===== src/rtl/time_set_ctrl_pkg.sv =====
`default_nettype none
// +--------------------------------------------------------------------+
// | time_set_ctrl_pkg : shared limits, FSM encoding, BCD increment     |
// | Revision 1.0                                                       |
// +--------------------------------------------------------------------+
package time_set_ctrl_pkg;

  localparam logic [7:0] c_HR_MAX  = 8'h23;
  localparam logic [7:0] c_MIN_MAX = 8'h59;

  typedef enum logic [1:0] {
    IDLE     = 2'd0,
    EDIT_HR  = 2'd1,
    EDIT_MIN = 2'd2,
    COMMIT   = 2'd3
  } state_t;

  // Out-of-range or malformed BCD collapses to zero rather than propagating.
  function automatic logic [7:0] inc_bcd(input logic [7:0] v, input logic [7:0] max_v);
    logic [7:0] w_res;
    if ((v == max_v) || (v[3:0] > 4'd9) || (v[7:4] > 4'd9) || (v > max_v))
      w_res = 8'h00;
    else if (v[3:0] == 4'd9)
      w_res = {v[7:4] + 4'd1, 4'h0};
    else
      w_res = {v[7:4], v[3:0] + 4'd1};
    return w_res;
  endfunction

endpackage
`default_nettype wire


===== src/rtl/time_set_ctrl_key_debounce.sv =====
`default_nettype none
// +--------------------------------------------------------------------+
// | key_debounce : 2-FF sync + stability counter, one pulse per press  |
// | Revision 1.0                                                       |
// +--------------------------------------------------------------------+
module key_debounce #(
  parameter int DB_W = 20
) (
  input  logic Clock,
  input  logic Resetn,
  input  logic key_n,
  output logic press
);

  logic            r_sync1;
  logic            r_sync2;
  logic            r_level;
  logic [DB_W-1:0] r_cnt;
  logic            r_press;
  logic            w_diff;
  logic            w_flip;

  assign w_diff = (r_sync2 != r_level);
  assign w_flip = w_diff && (r_cnt == {DB_W{1'b1}});

  always_ff @(posedge Clock or negedge Resetn) begin
    if (!Resetn) begin
      r_sync1 <= 1'b1;
      r_sync2 <= 1'b1;
      r_level <= 1'b1;
      r_cnt   <= '0;
      r_press <= 1'b0;
    end else begin
      r_sync1 <= key_n;
      r_sync2 <= r_sync1;
      r_press <= w_flip && !r_sync2;
      if (w_flip) begin
        r_level <= r_sync2;
        r_cnt   <= '0;
      end else if (w_diff) begin
        r_cnt   <= r_cnt + 1'b1;
      end else begin
        r_cnt   <= '0;
      end
    end
  end

  assign press = r_press;

endmodule
`default_nettype wire


===== src/rtl/time_set_ctrl.sv =====
`default_nettype none
// +--------------------------------------------------------------------+
// | time_set_ctrl : pushbutton time entry driving the clock load port  |
// | Revision 1.0                                                       |
// +--------------------------------------------------------------------+
module time_set_ctrl
  import time_set_ctrl_pkg::*;
#(
  parameter int         DB_W    = 20,
  parameter logic [7:0] HR_MAX  = c_HR_MAX,
  parameter logic [7:0] MIN_MAX = c_MIN_MAX
) (
  input  logic       Clock,
  input  logic       Resetn,
  input  logic       mode_n,
  input  logic       next_n,
  input  logic       inc_n,
  input  logic [7:0] cur_hr,
  input  logic [7:0] cur_min,
  output logic [7:0] set_hr,
  output logic [7:0] set_min,
  output logic       load,
  output logic       editing,
  output logic       sel_min
);

  logic       w_mode;
  logic       w_next;
  logic       w_inc;
  state_t     r_state;
  state_t     w_state_nxt;
  logic       w_cap;
  logic       w_inc_hr;
  logic       w_inc_min;
  logic [7:0] r_set_hr;
  logic [7:0] r_set_min;
  logic       r_load;

  key_debounce #(.DB_W(DB_W)) u_db_mode (.Clock(Clock), .Resetn(Resetn), .key_n(mode_n), .press(w_mode));
  key_debounce #(.DB_W(DB_W)) u_db_next (.Clock(Clock), .Resetn(Resetn), .key_n(next_n), .press(w_next));
  key_debounce #(.DB_W(DB_W)) u_db_inc  (.Clock(Clock), .Resetn(Resetn), .key_n(inc_n),  .press(w_inc));

  always_ff @(posedge Clock or negedge Resetn) begin
    if (!Resetn) begin
      r_state <= IDLE;
      r_load  <= 1'b0;
    end else begin
      r_state <= w_state_nxt;
      r_load  <= (w_state_nxt == COMMIT);
    end
  end

  // Priority mode > next > inc: lower-priority events in the same cycle are dropped.
  always_comb begin
    w_state_nxt = r_state;
    w_cap       = 1'b0;
    w_inc_hr    = 1'b0;
    w_inc_min   = 1'b0;
    case (r_state)
      IDLE: begin
        if (w_mode) begin
          w_state_nxt = EDIT_HR;
          w_cap       = 1'b1;
        end
      end
      EDIT_HR: begin
        if (w_mode)      w_state_nxt = COMMIT;
        else if (w_next) w_state_nxt = EDIT_MIN;
        else if (w_inc)  w_inc_hr    = 1'b1;
      end
      EDIT_MIN: begin
        if (w_mode)      w_state_nxt = COMMIT;
        else if (w_next) w_state_nxt = EDIT_HR;
        else if (w_inc)  w_inc_min   = 1'b1;
      end
      COMMIT:  w_state_nxt = IDLE;
      default: w_state_nxt = IDLE;
    endcase
  end

  always_ff @(posedge Clock or negedge Resetn) begin
    if (!Resetn) begin
      r_set_hr  <= 8'h00;
      r_set_min <= 8'h00;
    end else if (w_cap) begin
      r_set_hr  <= cur_hr;
      r_set_min <= cur_min;
    end else begin
      if (w_inc_hr)  r_set_hr  <= inc_bcd(r_set_hr, HR_MAX);
      if (w_inc_min) r_set_min <= inc_bcd(r_set_min, MIN_MAX);
    end
  end

  assign set_hr  = r_set_hr;
  assign set_min = r_set_min;
  assign load    = r_load;
  assign editing = (r_state == EDIT_HR) || (r_state == EDIT_MIN);
  assign sel_min = (r_state == EDIT_MIN);

endmodule
`default_nettype wire


===== config.mk =====
export PLATFORM = sky130hd
export DESIGN_NAME = time_set_ctrl
export DESIGN_NICKNAME = d
export VERILOG_FILES = /design/src/rtl/time_set_ctrl_pkg.sv /design/src/rtl/time_set_ctrl_key_debounce.sv /design/src/rtl/time_set_ctrl.sv
export SDC_FILE = /design/constraint.sdc
export NUM_CORES = 1
export LEC_CHECK = 0
export ABC_AREA = 1
export CORE_UTILIZATION = 45
export CTS_CLUSTER_DIAMETER = 80
export CTS_CLUSTER_SIZE = 20
export DETAILED_ROUTE_END_ITERATION = 10
export MAX_ROUTING_LAYER = met4
export PLACE_DENSITY = 0.75
export SLEW_MARGIN = 20
export SYNTH_ARGS = -nofsm -noshare
export SYNTH_HDL_FRONTEND = slang
export SYNTH_HIERARCHICAL = 1
export SYNTH_SLANG_ARGS = --single-unit

===== constraint.sdc =====
create_clock -name Clock -period 1.9 [get_ports Clock]
set_input_delay 0.285 -clock Clock [delete_from_list [all_inputs] [get_ports Clock]]
set_output_delay 0.285 -clock Clock [all_outputs]
set_load 0.02 [all_outputs]

==> metrics <==
P per Cell Area=663 mW/mm²; Worst setup EP type=primary output; CTS tree=built; post-place setup slack=279 ps; launch point of the worst path=set_min[0]; Layout area overhead=17.8%; Final ANT Viol Nets=0; fill count=1023; Seq pwr share=0.480; Final Util=0.546; routability cong.=0.883; register area=0.00229 mm²; switching power=902 µW; Hold Vio Cnt, Final=0; Core Area=0.0114 mm²; sequential area share after synthesis=0.432; startpoint types=register; Internal=3240 µW; final worst slack=133 ps; Critical Path End=set_min[0]; Initial Util=0.464; First-pass DRT Iterations=5; Total GRT Usage=0.197; first-pass GRT wire length=19.4 mm; CP bufs+invs=1; R2R depth=8; # IOs=40; CTS H-Tree Depth=3; area of the multi-input gates=0.00268 mm²; Clock Sinks=91; Hold Path Class=primary input to register; Max Clock Skew=8.91 ps; Post CTS Setup Buffer Count=0; initial antenna violation count=0; Post-route DRC=0; die footprint=0.0122 mm²; required time of the critical path=1620 ps; largest net degree at the start of global routing=48; DRT iter0 DRCs=287; Net Sw Frac=0.218; worst hold slack=332 ps; Tot Pwr=4140 µW; fraction of layout cells with a size suffix above 1=0.163; CP max FO=7; Combinational Power Share=0.038; Lkg Pwr=0.00287 µW; RSZ-0062 raised after global routing=false; FFs w/ async S/R, synth=1.00; Synth Register Bits=91; ys flop type=dfrtp_1; Final setup viols=0; slowest CP cell=clkdlybuf4s50_1; vias in the first global route=4434; Highest Clock Rate=566 MHz; port bufs=39; DPL Wire Length=7.81 mm; grt ovf=0; die width=110 µm; Yosys cell types=33; Worst R2R Setup Slack=260 ps; Critical Path AT=1480 ps; CTS clk-pin slew, worst paths=70 ps; Worst-Margin Slew=386 ps; row cnt=39; Mapped Cells=672; RR Endpoint=u_db_inc/r_cnt[15]; Slew HR=0.743; Final Net Count=759; status=complete, no violations; period utilization=0.930; Syn Area/Cell=7.88 µm²; Post-synth EDFFs=0; min cycle time layout=1770 ps; clock share of power=0.482; Clock Tree Buf Depth=2; CP Cell Sequence=clkdlybuf4s50_1; Syn. warnings=6; critical path depth=1; Antenna diodes=0; Setup CP Type=register to primary output; Cell Area, Synth=0.00530 mm²; Root Buffer=clkbuf_16; peak supply drop=0.000522 V; Num CTS Buffers=9; Slew Viols, Final=0; CP delay by family, top=buffers and inverters; Max-Cap Viols=0; Reg-to-Reg Start=u_db_inc/r_cnt[0]; Via density=5.05; Routed WL=10.9 mm; wire length per cell=12.5 µm; slowest cell delay on critical path=650 ps; routed vias=4411; Clock Latency Late Sink=350 ps; setup TNS=0 ps; Die H=110 µm; Post-Synthesis Net Count=706
==> cell families after synthesis <==
group                      synth area share
buffers and inverters                0.0624
and+or+nand+nor                       0.372
xor gates and xnor gates             0.0463
AOI/OAI and AO/OA                    0.0567
DFF                                   0.432
adders and majority gates            0.0307
==> registers in the layout, indices dropped and copies added (netlist names) <==
signal             cells
set_min                8
u_db_next/r_sync1      1
load                   1
r_state                2
u_db_next/r_sync2      1
u_db_inc/r_cnt        20
u_db_inc/r_sync1       1
u_db_mode/r_sync2      1
u_db_inc/r_sync2       1
u_db_mode/r_level      1
u_db_mode/r_cnt       20
u_db_inc/press         1
u_db_mode/r_sync1      1
u_db_mode/press        1
u_db_inc/r_level       1
u_db_next/r_level      1
u_db_next/r_cnt       20
set_hr                 8
u_db_next/press        1
==> metal layers <==
| metal | vias to the layer above | wire, µm | track usage |
|---|---|---|---|
| li1 | 2204 | - | - |
| met1 | 2092 | 4950 | 0.241 |
| met2 | 99 | 5330 | 0.323 |
| met3 | 16 | 397 | 0.0357 |
| met4 | 0 | 196 | 0.0836 |
| met5 | - | 0 | - |
==> synth_stat cells (12+ instances only) <==
library cell / count / area share
nor2_4: 13 / 0.028
dfrtp_1: 82 / 0.39
ha_1: 13 / 0.031
nor2_1: 106 / 0.075
xnor2_1: 16 / 0.026
xor2_1: 12 / 0.020
nand4_1: 12 / 0.014
nand2_2: 17 / 0.020
nand2_1: 179 / 0.13
inv_1: 67 / 0.047
nand3_1: 47 / 0.044
inv_2: 15 / 0.011
==> metrics by stage <==
| stage | cells | area [µm²] |
|---|---|---|
| final | 873 | 6240 |
| after global routing | 873 | 6240 |
| after CTS | 873 | 6240 |
| after detailed placement | 856 | 5900 |
| after global placement | 856 | 5900 |
| after floorplan | 672 | 5300 |
==> what timing repair did <==
item	CTS	global route
endpoints found under the hold margin	24	0
gates resized for setup	2	0
endpoints found under the setup margin	2	0
hold buffers	1	0
==> power groups by stage <==
stage	combinational, µW	sequential, µW	clock, µW
finish	156	1980	2000
global route	178	1990	2110
CTS	160	1980	2040
detailed placement	157	2020	0
global placement	154	2020	0
floorplan	52.6	2020	0
==> placed cells by master, fill, tap and decap left out, types with 2 or more instances in the layout <==
master / synthesis / layout
clkbuf_16: 0 / 9
a21oi_2: 2 / 2
o21ai_1: 11 / 11
nand2_2: 17 / 17
nor3_1: 7 / 7
xor2_1: 12 / 12
nand2_1: 179 / 179
bufinv_16: 0 / 2
a21o_2: 3 / 3
o21bai_2: 9 / 9
inv_1: 67 / 67
nor2_1: 106 / 106
nand3_1: 47 / 47
inv_2: 15 / 15
clkdlybuf4s50_1: 0 / 36
a21oi_1: 2 / 2
xnor2_1: 16 / 16
nand2_4: 8 / 8
a31oi_1: 3 / 3
nor2_2: 11 / 11
nand3_2: 5 / 5
dfstp_2: 9 / 9
nor3b_1: 3 / 3
ha_1: 13 / 13
dlygate4sd2_1: 0 / 2
nand3_4: 3 / 3
nand4_1: 12 / 12
o21bai_1: 4 / 4
dfrtp_1: 82 / 82
o21ai_0: 5 / 5
buf_4: 1 / 6
inv_6: 0 / 3
nor2_4: 13 / 13
==> worst min path at each step <==
stage                start            endpoint  slack [ps]  depth (start not counted)
detailed placement  Resetn  u_db_inc/r_cnt[18]         240                          1
floorplan           Resetn                load         -10                          0
finish              next_n   u_db_next/r_sync1         330                          1
CTS                 mode_n   u_db_mode/r_sync1         330                          1
global placement    Resetn  u_db_inc/r_cnt[14]         230                          1
global route         inc_n    u_db_inc/r_sync1         340                          1
==> final cells by class <==
cell class	instances	share of cell area
clock buffers	10	0.0383
clock inverters	6	0.0152
inverters	82	0.0493
multi-input cells	495	0.429
flip-flops and latches	91	0.367
well taps	143	0.0287
repair buffers	46	0.0726
(Power assumes the default switching activity.)
